$ cat src/rtl/jpeg_quant_pkg.sv
// Shared types and arithmetic for the JPEG coefficient quantizer.
// Holds the block/table sizes, the FSM state type and the round/saturate helper.
package jpeg_quant_pkg;

    localparam int unsigned BLK_LEN = 64;
    localparam int unsigned TBL_W   = 21;

    typedef enum logic [1:0] {
        StIdle,
        StLoad,
        StMul,
        StOut
    } state_e;

    // Round half up with a floor shift, then clamp to a signed out_w-bit range.
    function automatic logic signed [54:0] round_sat(input logic signed [53:0] p,
                                                     input int unsigned        shift,
                                                     input int unsigned        out_w);
        logic signed [54:0] r;
        logic signed [54:0] hi;
        logic signed [54:0] lo;
        r  = (55'(p) + (55'sd1 <<< (shift - 1))) >>> shift;
        hi = (55'sd1 <<< (out_w - 1)) - 55'sd1;
        lo = -(55'sd1 <<< (out_w - 1));
        if (r > hi) begin
            return hi;
        end
        if (r < lo) begin
            return lo;
        end
        return r;
    endfunction

endpackage

$ cat src/rtl/mul_31_20.sv
// Combinational sign-magnitude multiplier: 31-bit two's-complement A times a
// 20-bit magnitude with a separate sign bit, giving a 54-bit two's-complement product.
module mul_31_20 (
    input  logic [30:0] a_i,
    input  logic [19:0] b_i,
    input  logic        sign_b_i,
    output logic [53:0] c_o
);

    logic        neg;
    logic [30:0] a_mag;
    logic [50:0] mag;
    logic [50:0] mag_s;

    // A negative sign with a zero magnitude yields {3'b111, 0}; callers must guard it.
    always_comb begin
        neg   = a_i[30] ^ sign_b_i;
        a_mag = a_i[30] ? (~a_i + 31'd1) : a_i;
        mag   = 51'(a_mag) * 51'(b_i);
        mag_s = neg ? (~mag + 51'd1) : mag;
        c_o   = {{3{neg}}, mag_s};
    end

endmodule

$ cat src/rtl/jpeg_quant_sched.sv
// Quantizes one 8x8 block of DCT coefficients by time-sharing a single multiplier
// against a 64-entry reciprocal table, with rounding, saturation and block framing.
module jpeg_quant_sched
    import jpeg_quant_pkg::*;
#(
    parameter int unsigned MUL_LAT = 2,
    parameter int unsigned SHIFT   = 16,
    parameter int unsigned OUT_W   = 16
) (
    input  logic             clk,
    input  logic             rst,
    input  logic             tbl_we,
    input  logic [5:0]       tbl_addr,
    input  logic [20:0]      tbl_data,
    input  logic             start,
    output logic             busy,
    input  logic             coef_valid,
    output logic             coef_ready,
    input  logic [30:0]      coef_data,
    output logic             out_valid,
    input  logic             out_ready,
    output logic [OUT_W-1:0] out_data,
    output logic [5:0]       out_idx,
    output logic             out_last,
    output logic             done
);

    localparam int unsigned CntW = (MUL_LAT > 1) ? $clog2(MUL_LAT) : 1;

    state_e                state_q, state_d;
    logic [5:0]            idx_q, idx_d;
    logic [CntW-1:0]       cnt_q, cnt_d;
    logic                  done_q, done_d;
    logic [30:0]           a_q;
    logic [19:0]           b_q;
    logic                  sb_q;
    logic [OUT_W-1:0]      out_q;
    logic [TBL_W-1:0]      tbl_q [BLK_LEN];

    logic [53:0]           prod;
    logic signed [53:0]    p_gated;
    logic signed [54:0]    rnd;
    logic                  coef_hs;
    logic                  mul_last;
    logic                  idx_end;

    mul_31_20 u_mul (
        .a_i      (a_q),
        .b_i      (b_q),
        .sign_b_i (sb_q),
        .c_o      (prod)
    );

    assign coef_hs  = (state_q == StLoad) && coef_valid;
    assign mul_last = (state_q == StMul) && (cnt_q == CntW'(MUL_LAT - 1));
    assign idx_end  = (idx_q == 6'(BLK_LEN - 1));

    // Zero operands must give zero; the multiplier's negative-zero result is not 0.
    assign p_gated = ((a_q == '0) || (b_q == '0)) ? '0 : $signed(prod);
    assign rnd     = round_sat(p_gated, SHIFT, OUT_W);

    always_comb begin
        state_d = state_q;
        idx_d   = idx_q;
        cnt_d   = cnt_q;
        done_d  = 1'b0;
        unique case (state_q)
            StIdle: begin
                if (start) begin
                    state_d = StLoad;
                    idx_d   = '0;
                end
            end
            StLoad: begin
                if (coef_valid) begin
                    state_d = StMul;
                    cnt_d   = '0;
                end
            end
            StMul: begin
                if (mul_last) begin
                    state_d = StOut;
                end else begin
                    cnt_d = cnt_q + CntW'(1);
                end
            end
            StOut: begin
                if (out_ready) begin
                    if (idx_end) begin
                        state_d = StIdle;
                        done_d  = 1'b1;
                    end else begin
                        idx_d   = idx_q + 6'd1;
                        state_d = StLoad;
                    end
                end
            end
            default: state_d = StIdle;
        endcase
    end

    always_ff @(posedge clk) begin
        if (rst) begin
            state_q <= StIdle;
            idx_q   <= '0;
            cnt_q   <= '0;
            done_q  <= 1'b0;
            a_q     <= '0;
            b_q     <= '0;
            sb_q    <= 1'b0;
            out_q   <= '0;
        end else begin
            state_q <= state_d;
            idx_q   <= idx_d;
            cnt_q   <= cnt_d;
            done_q  <= done_d;
            if (coef_hs) begin
                a_q           <= coef_data;
                {sb_q, b_q}   <= tbl_q[idx_q];
            end
            if (mul_last) begin
                out_q <= OUT_W'(rnd);
            end
        end
    end

    // Table survives reset; writes are only taken while no block is in flight.
    always_ff @(posedge clk) begin
        if (tbl_we && (state_q == StIdle)) begin
            tbl_q[tbl_addr] <= tbl_data;
        end
    end

    assign busy       = (state_q != StIdle);
    assign coef_ready = (state_q == StLoad);
    assign out_valid  = (state_q == StOut);
    assign out_last   = (state_q == StOut) && idx_end;
    assign out_data   = out_q;
    assign out_idx    = idx_q;
    assign done       = done_q;

endmodule

$ cat config.mk
export PLATFORM = sky130hd
export DESIGN_NAME = jpeg_quant_sched
export DESIGN_NICKNAME = d
export VERILOG_FILES = /design/src/rtl/jpeg_quant_pkg.sv /design/src/rtl/mul_31_20.sv /design/src/rtl/jpeg_quant_sched.sv
export SDC_FILE = /design/constraint.sdc
export NUM_CORES = 2
export LEC_CHECK = 0
export CAP_MARGIN = 25
export CORE_MARGIN = 8
export CORE_UTILIZATION = 40
export DETAILED_ROUTE_END_ITERATION = 8
export DONT_BUFFER_PORTS = 1
export GPL_TIMING_DRIVEN = 1
export PLACE_DENSITY = 0.53
export SYNTH_ARGS = -nofsm -noshare
export SYNTH_HDL_FRONTEND = slang
export SYNTH_SLANG_ARGS = --single-unit
$ cat constraint.sdc
create_clock -name clk -period 17.07 [get_ports clk]
set_clock_uncertainty 0.05 [all_clocks]
set_input_delay 3.414 -clock clk [delete_from_list [all_inputs] [get_ports clk]]
set_output_delay 3.414 -clock clk [all_outputs]
set_load 0.01 [all_outputs]
Word level (Yosys, flattened, before mapping). Memories as Yosys holds them, arrays and structs flattened. A register that Yosys moved wholly into a read port is not among the register bits. Index checks and enable logic that the tools add are counted.

Input bits: 64. RAM bits: 1344. Bits in registers: 57. Logic and storage cells: 71. Memories kept: 1. Output and inout port bits: 27.

Memories: tbl_q (depth 64, bits a word 21, read ports 1, clocked after Yosys merged registers in 1, wr ports 1, RTL line jpeg_quant_sched.sv:38) `logic [TBL_W-1:0] tbl_q [BLK_LEN];`.

$lt $le $gt $ge: 2. Multiplexer cells: 26. Eq/ne operators: 10. Add/sub/neg operators: 5. Bitwise gates (word level): 5. $mul: 1. Reduce and logical (&&, ||, !) cells: 15.

Operators by type and width (count): two-way mux 16 bit (4); adder 54 x 17 -> 55 bit (second input constant) (1); two-way mux 54 bit (1); adder 51 x 1 -> 51 bit (second input constant) (1); multiplier 31 x 20 -> 51 bit (1); two-way mux 51 bit (1); NOT 51 bit (1); > comparator 39 x 16 -> 1 bit (second input constant) (1); less-than comparator 39 x 16 -> 1 bit (second input constant) (1); adder 31 x 1 -> 31 bit (second input constant) (1); logical NOT 31 bit (1); two-way mux 31 bit (1); NOT 31 bit (1); logical NOT 20 bit (1); two-way mux 6 bit (3); case mux 6 bit (2 select lines) (1); inequality test 2 bit (second input constant) (5); two-way mux 1 bit (9); two-way mux 2 bit (4); case mux 2 bit (4 select lines) (1); AND reduction 4 bit (2); adder 6 x 1 -> 6 bit (second input constant) (1); equality test 6 bit (second input constant) (1); nonzero test 2 bit (3); 12 further kinds (17).

Logic depth before layout (Yosys ltp).
Depth after elaboration: 14. Depth in mapped cells: 47. Gate-level depth less buffers: 43.

By module. From an unflattened synthesis, not the netlist that was laid out.

Cell total of the unflattened synthesis: 5496. Area total of the unflattened synthesis: 78202.5 sq um.

Modules (own cells, without submodules): jpeg_quant_sched (area an instance 55873.6 sq um, seq. area each 41920.2 sq um, times used 1, cells each 2829); mul_31_20 (area an instance 22328.9 sq um, seq. area each 0.0 sq um, times used 1, cells each 2667).

Least setup slack after synthesis. OpenSTA, ideal clock, no wires.

Kind: reg2reg. Start: reg a_q[10]. End: reg out_q[10], in the netlist out_data[10]. Setup slack: 5772 ps. Arrival: 11160 ps. Period minus slack after synthesis: 11298 ps. Cell stages (with the launch flop): 39. Setup time: 88 ps. Buffers on the path: 3. Required time: 16932 ps. Cell sequence: dfxtp_1 -> or4_1 -> or4_1 -> or2_2 -> or3_1 -> o31ai_1 -> xnor2_1 -> clkbuf_1 -> and2_1 -> fa_1 -> inv_1 -> fa_1 -> inv_1 -> fa_1 -> fa_1 -> inv_1 -> fa_1 -> fa_1 -> [... 3 more ...] -> clkbuf_1 -> nand2_1 -> or3_1 -> nor2b_1 -> a21oi_1 -> xnor2_1 -> or4_1 -> nor2_1 -> a31oi_1 -> o41ai_1 -> nand3_1 -> or4_4 -> a2111oi_4 -> nand4_1 -> and4bb_1 -> a21oi_2 -> buf_6 -> o32ai_2.

Word-level cells in the longest chain between the ends: 14. Elaborated cells on any way between the ends: 19. Classes of those cells: 3 x add/sub; 1 x mul; 2 x order compare; 9 x mux; 2 x bitwise; 2 x reduce/logical.

RTL lines: start: declaration (RTL line jpeg_quant_sched.sv:34) `logic [30:0] a_q;`; start signal: assignment (RTL line jpeg_quant_sched.sv:118) `a_q <= coef_data;`; NOT 31 bit (RTL line mul_31_20.sv:18) `a_mag = a_i[30] ? (~a_i + 31'd1) : a_i;`; adder 31 x 1 -> 31 bit (RTL line mul_31_20.sv:18); two-way mux 31 bit (RTL line mul_31_20.sv:18); multiplier 31 x 20 -> 51 bit (RTL line mul_31_20.sv:19) `mag = 51'(a_mag) * 51'(b_i);`; NOT 51 bit (RTL line mul_31_20.sv:20) `mag_s = neg ? (~mag + 51'd1) : mag;`; adder 51 x 1 -> 51 bit (RTL line mul_31_20.sv:20); two-way mux 51 bit (RTL line mul_31_20.sv:20); two-way mux 54 bit * (RTL line jpeg_quant_sched.sv:59) `assign p_gated = ((a_q == '0) || (b_q == '0)) ? '0 : $signed(prod);`; adder 54 x 17 -> 55 bit * (RTL line jpeg_quant_pkg.sv:22) `r = (55'(p) + (55'sd1 <<< (shift - 1))) >>> shift;`; less-than comparator 39 x 16 -> 1 bit (RTL line jpeg_quant_pkg.sv:28) `if (r < lo) begin`; two-way mux 1 bit (2 in series) (RTL line jpeg_quant_pkg.sv:28); two-way mux 16 bit (RTL line jpeg_quant_pkg.sv:31) `return r;`; two-way mux 16 bit * (RTL line jpeg_quant_pkg.sv:28); end signal: assignment (RTL line jpeg_quant_sched.sv:122) `out_q <= OUT_W'(rnd);`; end: declaration (RTL line jpeg_quant_sched.sv:37) `logic [OUT_W-1:0] out_q;`.

Mark *: on every way between the ends. The rest lies on a longest branch, timed or not. The select of a mux whose other input is x is not followed. A chain may end at the register's enable or synchronous reset.

Worst setup path in the final report.
Start: reg a_q[4]. End: reg out_q[5], in the netlist out_data[5].

The elaborated chain is that of the path after synthesis.

==> results.py <==
metrics = {
    "clock_network": {
        "post_cts_resized": 0,
        "post-cts-setup-buffers": 0,
        "cts_tree": "yes",
        "ctsHtreeMaxLevel": 4,
        "clkSinkCount": 1422,
        "clk_path_buf_depth": 3,
        "cts_buffers": 150,
        "clock-root-buffer": "clkbuf_16",
        "clk_pin_slew_ns": 0.07,
        "postCtsHoldBufs": 0,
        "clk_latency_ns": 0.80,
    },
    "floorplan": {
        "rows": 163,
        "die_area_mm2": 0.211,
        "die-width_um": 460,
        "coreArea_mm2": 0.197,
        "io_pins": 91,
        "die_height_um": 460,
        "start_util": 0.401,
    },
    "layout": {
        "fillers": 17800,
        "utilization": 0.444,
        "regArea_mm2": 0.0419,
        "fin_area_mm2": 0.0872,
        "area_growth_pct": 10.7,
        "drive_gt1_frac": 0.158,
        "nNetsFinal": 6306,
        "multi_input_area_mm2": 0.0341,
        "stdcell_count": 8328,
    },
    "sta": {
        "setup_violations": 0,
        "fmax_mhz": 74.6,
        "worst_pin_slew_ns": 0.996,
        "worst_slack_ns": 3.66,
        "whs_ns": 0.409,
        "min_period_over_period": 0.786,
        "final_max_slew_viol_count": 0,
        "fin_tns_setup_ns": 0,
        "fin_crit_ns": 13.41,
        "relSlewSlack": 0.336,
        "rsz0062_at_grt": "no",
        "hold_viol_final": 0,
    },
    "setup_path": {
        "cp-start-kind": "register",
        "path_class": "register to register",
        "cpPeakStageDelay_ns": 0.79,
        "end_kind": "register",
        "rr_startpoint": "a_q[4]",
        "cpMostUsedCell": "fa_1",
        "reg2regPathDepth": 37,
        "crit_start": "a_q[4]",
        "slowest_stage": "nor4_1",
        "critPathMaxFanout": 20,
        "required_ns": 17.64,
        "worstPathArrival_ns": 13.98,
    },
    "global_route": {
        "grt_pass1_wl_mm": 326,
        "grt_overflow_total": 0,
        "grt_pass1_vias": 48700,
        "grt_max_degree": 96,
        "antenna_found_initial": 11,
        "grt_use_total": 0.206,
    },
    "power": {
        "netSwitchingPower_mw": 2.42,
        "p_clk_frac": 0.371,
        "p_sw_frac": 0.284,
        "worst_ir_drop_vdd_mv": 0.0989,
        "p_leak_nw": 30.8,
        "power_frac_comb": 0.173,
        "p_per_area_mw_per_mm2": 97.6,
        "finalPower_mw": 8.52,
        "p_int_mw": 6.10,
        "seqPwrFrac": 0.457,
    },
    "detailed_routing": {
        "vias": 46200,
        "wl_per_cell_um": 26.3,
        "viasPerCell": 5.55,
        "drc_errors": 0,
        "routed_wl_mm": 219,
        "ant_nets": 0,
        "drt_iter0_markers": 3828,
        "drt_first_pass_iters": 5,
    },
    "yosys": {
        "yosysTopAreaCellShare": 0.512,
        "yosys.area.top_type": "edfxtp_1",
        "yosys-top-cells-count": "edfxtp_1 (1344), nand2_1 (533), inv_1 (519)",
        "synth_seq_cells": 1422,
        "syn-num-nets": 6338,
        "ys_seq_area_frac": 0.532,
        "yosys_warnings": 0,
        "ys_async_sr_fraction": 0,
        "netlist_area_mm2": 0.0788,
        "synth.distinct_cells": 106,
        "syn_avg_cell_area_um2": 14.1,
        "synth-main-ff-cell": "edfxtp_1",
        "synthTopCellsByArea": "edfxtp_1 (51%), fa_1 (13%), mux4_2 (9.3%)",
        "synth_edf_count": 1344,
        "syn_inst": 5588,
        "synth_most_common_cell": "edfxtp_1",
    },
    "placed_design": {
        "hpwl_mm": 138,
        "placedCellCount": 8043,
        "gp_congestion": 0.844,
        "place_area_mm2": 0.0824,
        "dp_slack_ns": 3.75,
        "port_buffers": 0,
    },
    "worst_hold_path": {
        "holdPathStages": 2,
        "worstHoldStart": "b_q[16]",
        "hold_path_class": "register to register",
    },
    "outcome": {
        "outcome": "completed",
    },
    "run": {
        "max-cap-violations": 0,
    },
}
-- registers in the layout, summed over array words and instances, names as in the netlist, 2 cells and up --
register	count
out_idx	6
b_q	20
out_data	16
a_q	31
tbl_q	1344
state_q	2
-- logic make-up (layout without fill, tap and decap cells) --
family,Yosys count,after routing,share of synthesized area
other,0,7,0
AND/OR/NAND/NOR,1385,1385,0.0869
multiplexers,482,482,0.113
flip-flops,1422,1422,0.532
XOR/XNOR,120,120,0.0133
buffers and inverters,856,949,0.0417
AO/OA/AOI/OAI,637,637,0.0545
adder cells (fa/ha/maj),686,686,0.158
-- layer usage --
metal | vias up | GRT usage | routed length [um]
met1 | 24500 | 0.261 | 89800
met4 | 2 | 0.0562 | 5630
li1 | 20200 | - | -
met5 | - | 0 | 13
met3 | 338 | 0.0259 | 9580
met2 | 1209 | 0.373 | 114000
-- layout by cell type (no fill, tap or decap), drive strengths merged, types with 49 or more instances in the layout --
cell	Yosys	layout
clkbuf	266	182
a21oi	203	203
and2	347	347
mux4	324	324
mux2i	119	119
inv	519	528
nand3	53	53
nor2	216	216
dfxtp	78	78
clkinv	0	73
ha	168	168
a211oi	60	60
fa	518	518
buf	71	153
o21ai	103	103
xnor2	87	87
nand2	534	534
edfxtp	1344	1344
nor3	49	49
-- cell type report --
cell class                 instances  share of cell area
antenna                            7            0.000201
clock buffer                     182              0.0444
clock inverter                    95              0.0103
inverter                         519              0.0223
multi-input combinational       3310               0.390
sequential                      1422               0.481
tap                             2640              0.0379
timing repair buffer             153              0.0134
-- critical path: cells and delay by family, from the launching register on --
| kind | cells | cell delay (ns) |
|---|---|---|
| fa+ha+maj | 8 | 4.16 |
| buf+inv | 4 | 0.45 |
| simple gates | 17 | 6.37 |
| xor+xnor | 2 | 0.45 |
| flops | 1 | 0.38 |
| compound gates | 6 | 1.38 |
-- final timing paths --
| check | slack [ns] | end |
|---|---|---|
| max | 3.66 | out_data[5] |
| min | 0.41 | b_q[16] |
| max reg2reg | 3.66 | out_data[5] |
| min reg2reg | 0.41 | b_q[16] |
-- power by group through the flow --
stage / logic [mW] / clock network [mW] / registers [mW]
2_1_floorplan: 1.02 / 0 / 3.95
3_3_place_gp: 1.46 / 0 / 3.96
3_5_place_dp: 1.47 / 0 / 3.96
4_1_cts: 1.48 / 3.22 / 3.89
5_1_grt: 1.60 / 3.35 / 3.89
6_report: 1.47 / 3.16 / 3.89
Power figures use the tool's default switching activity.
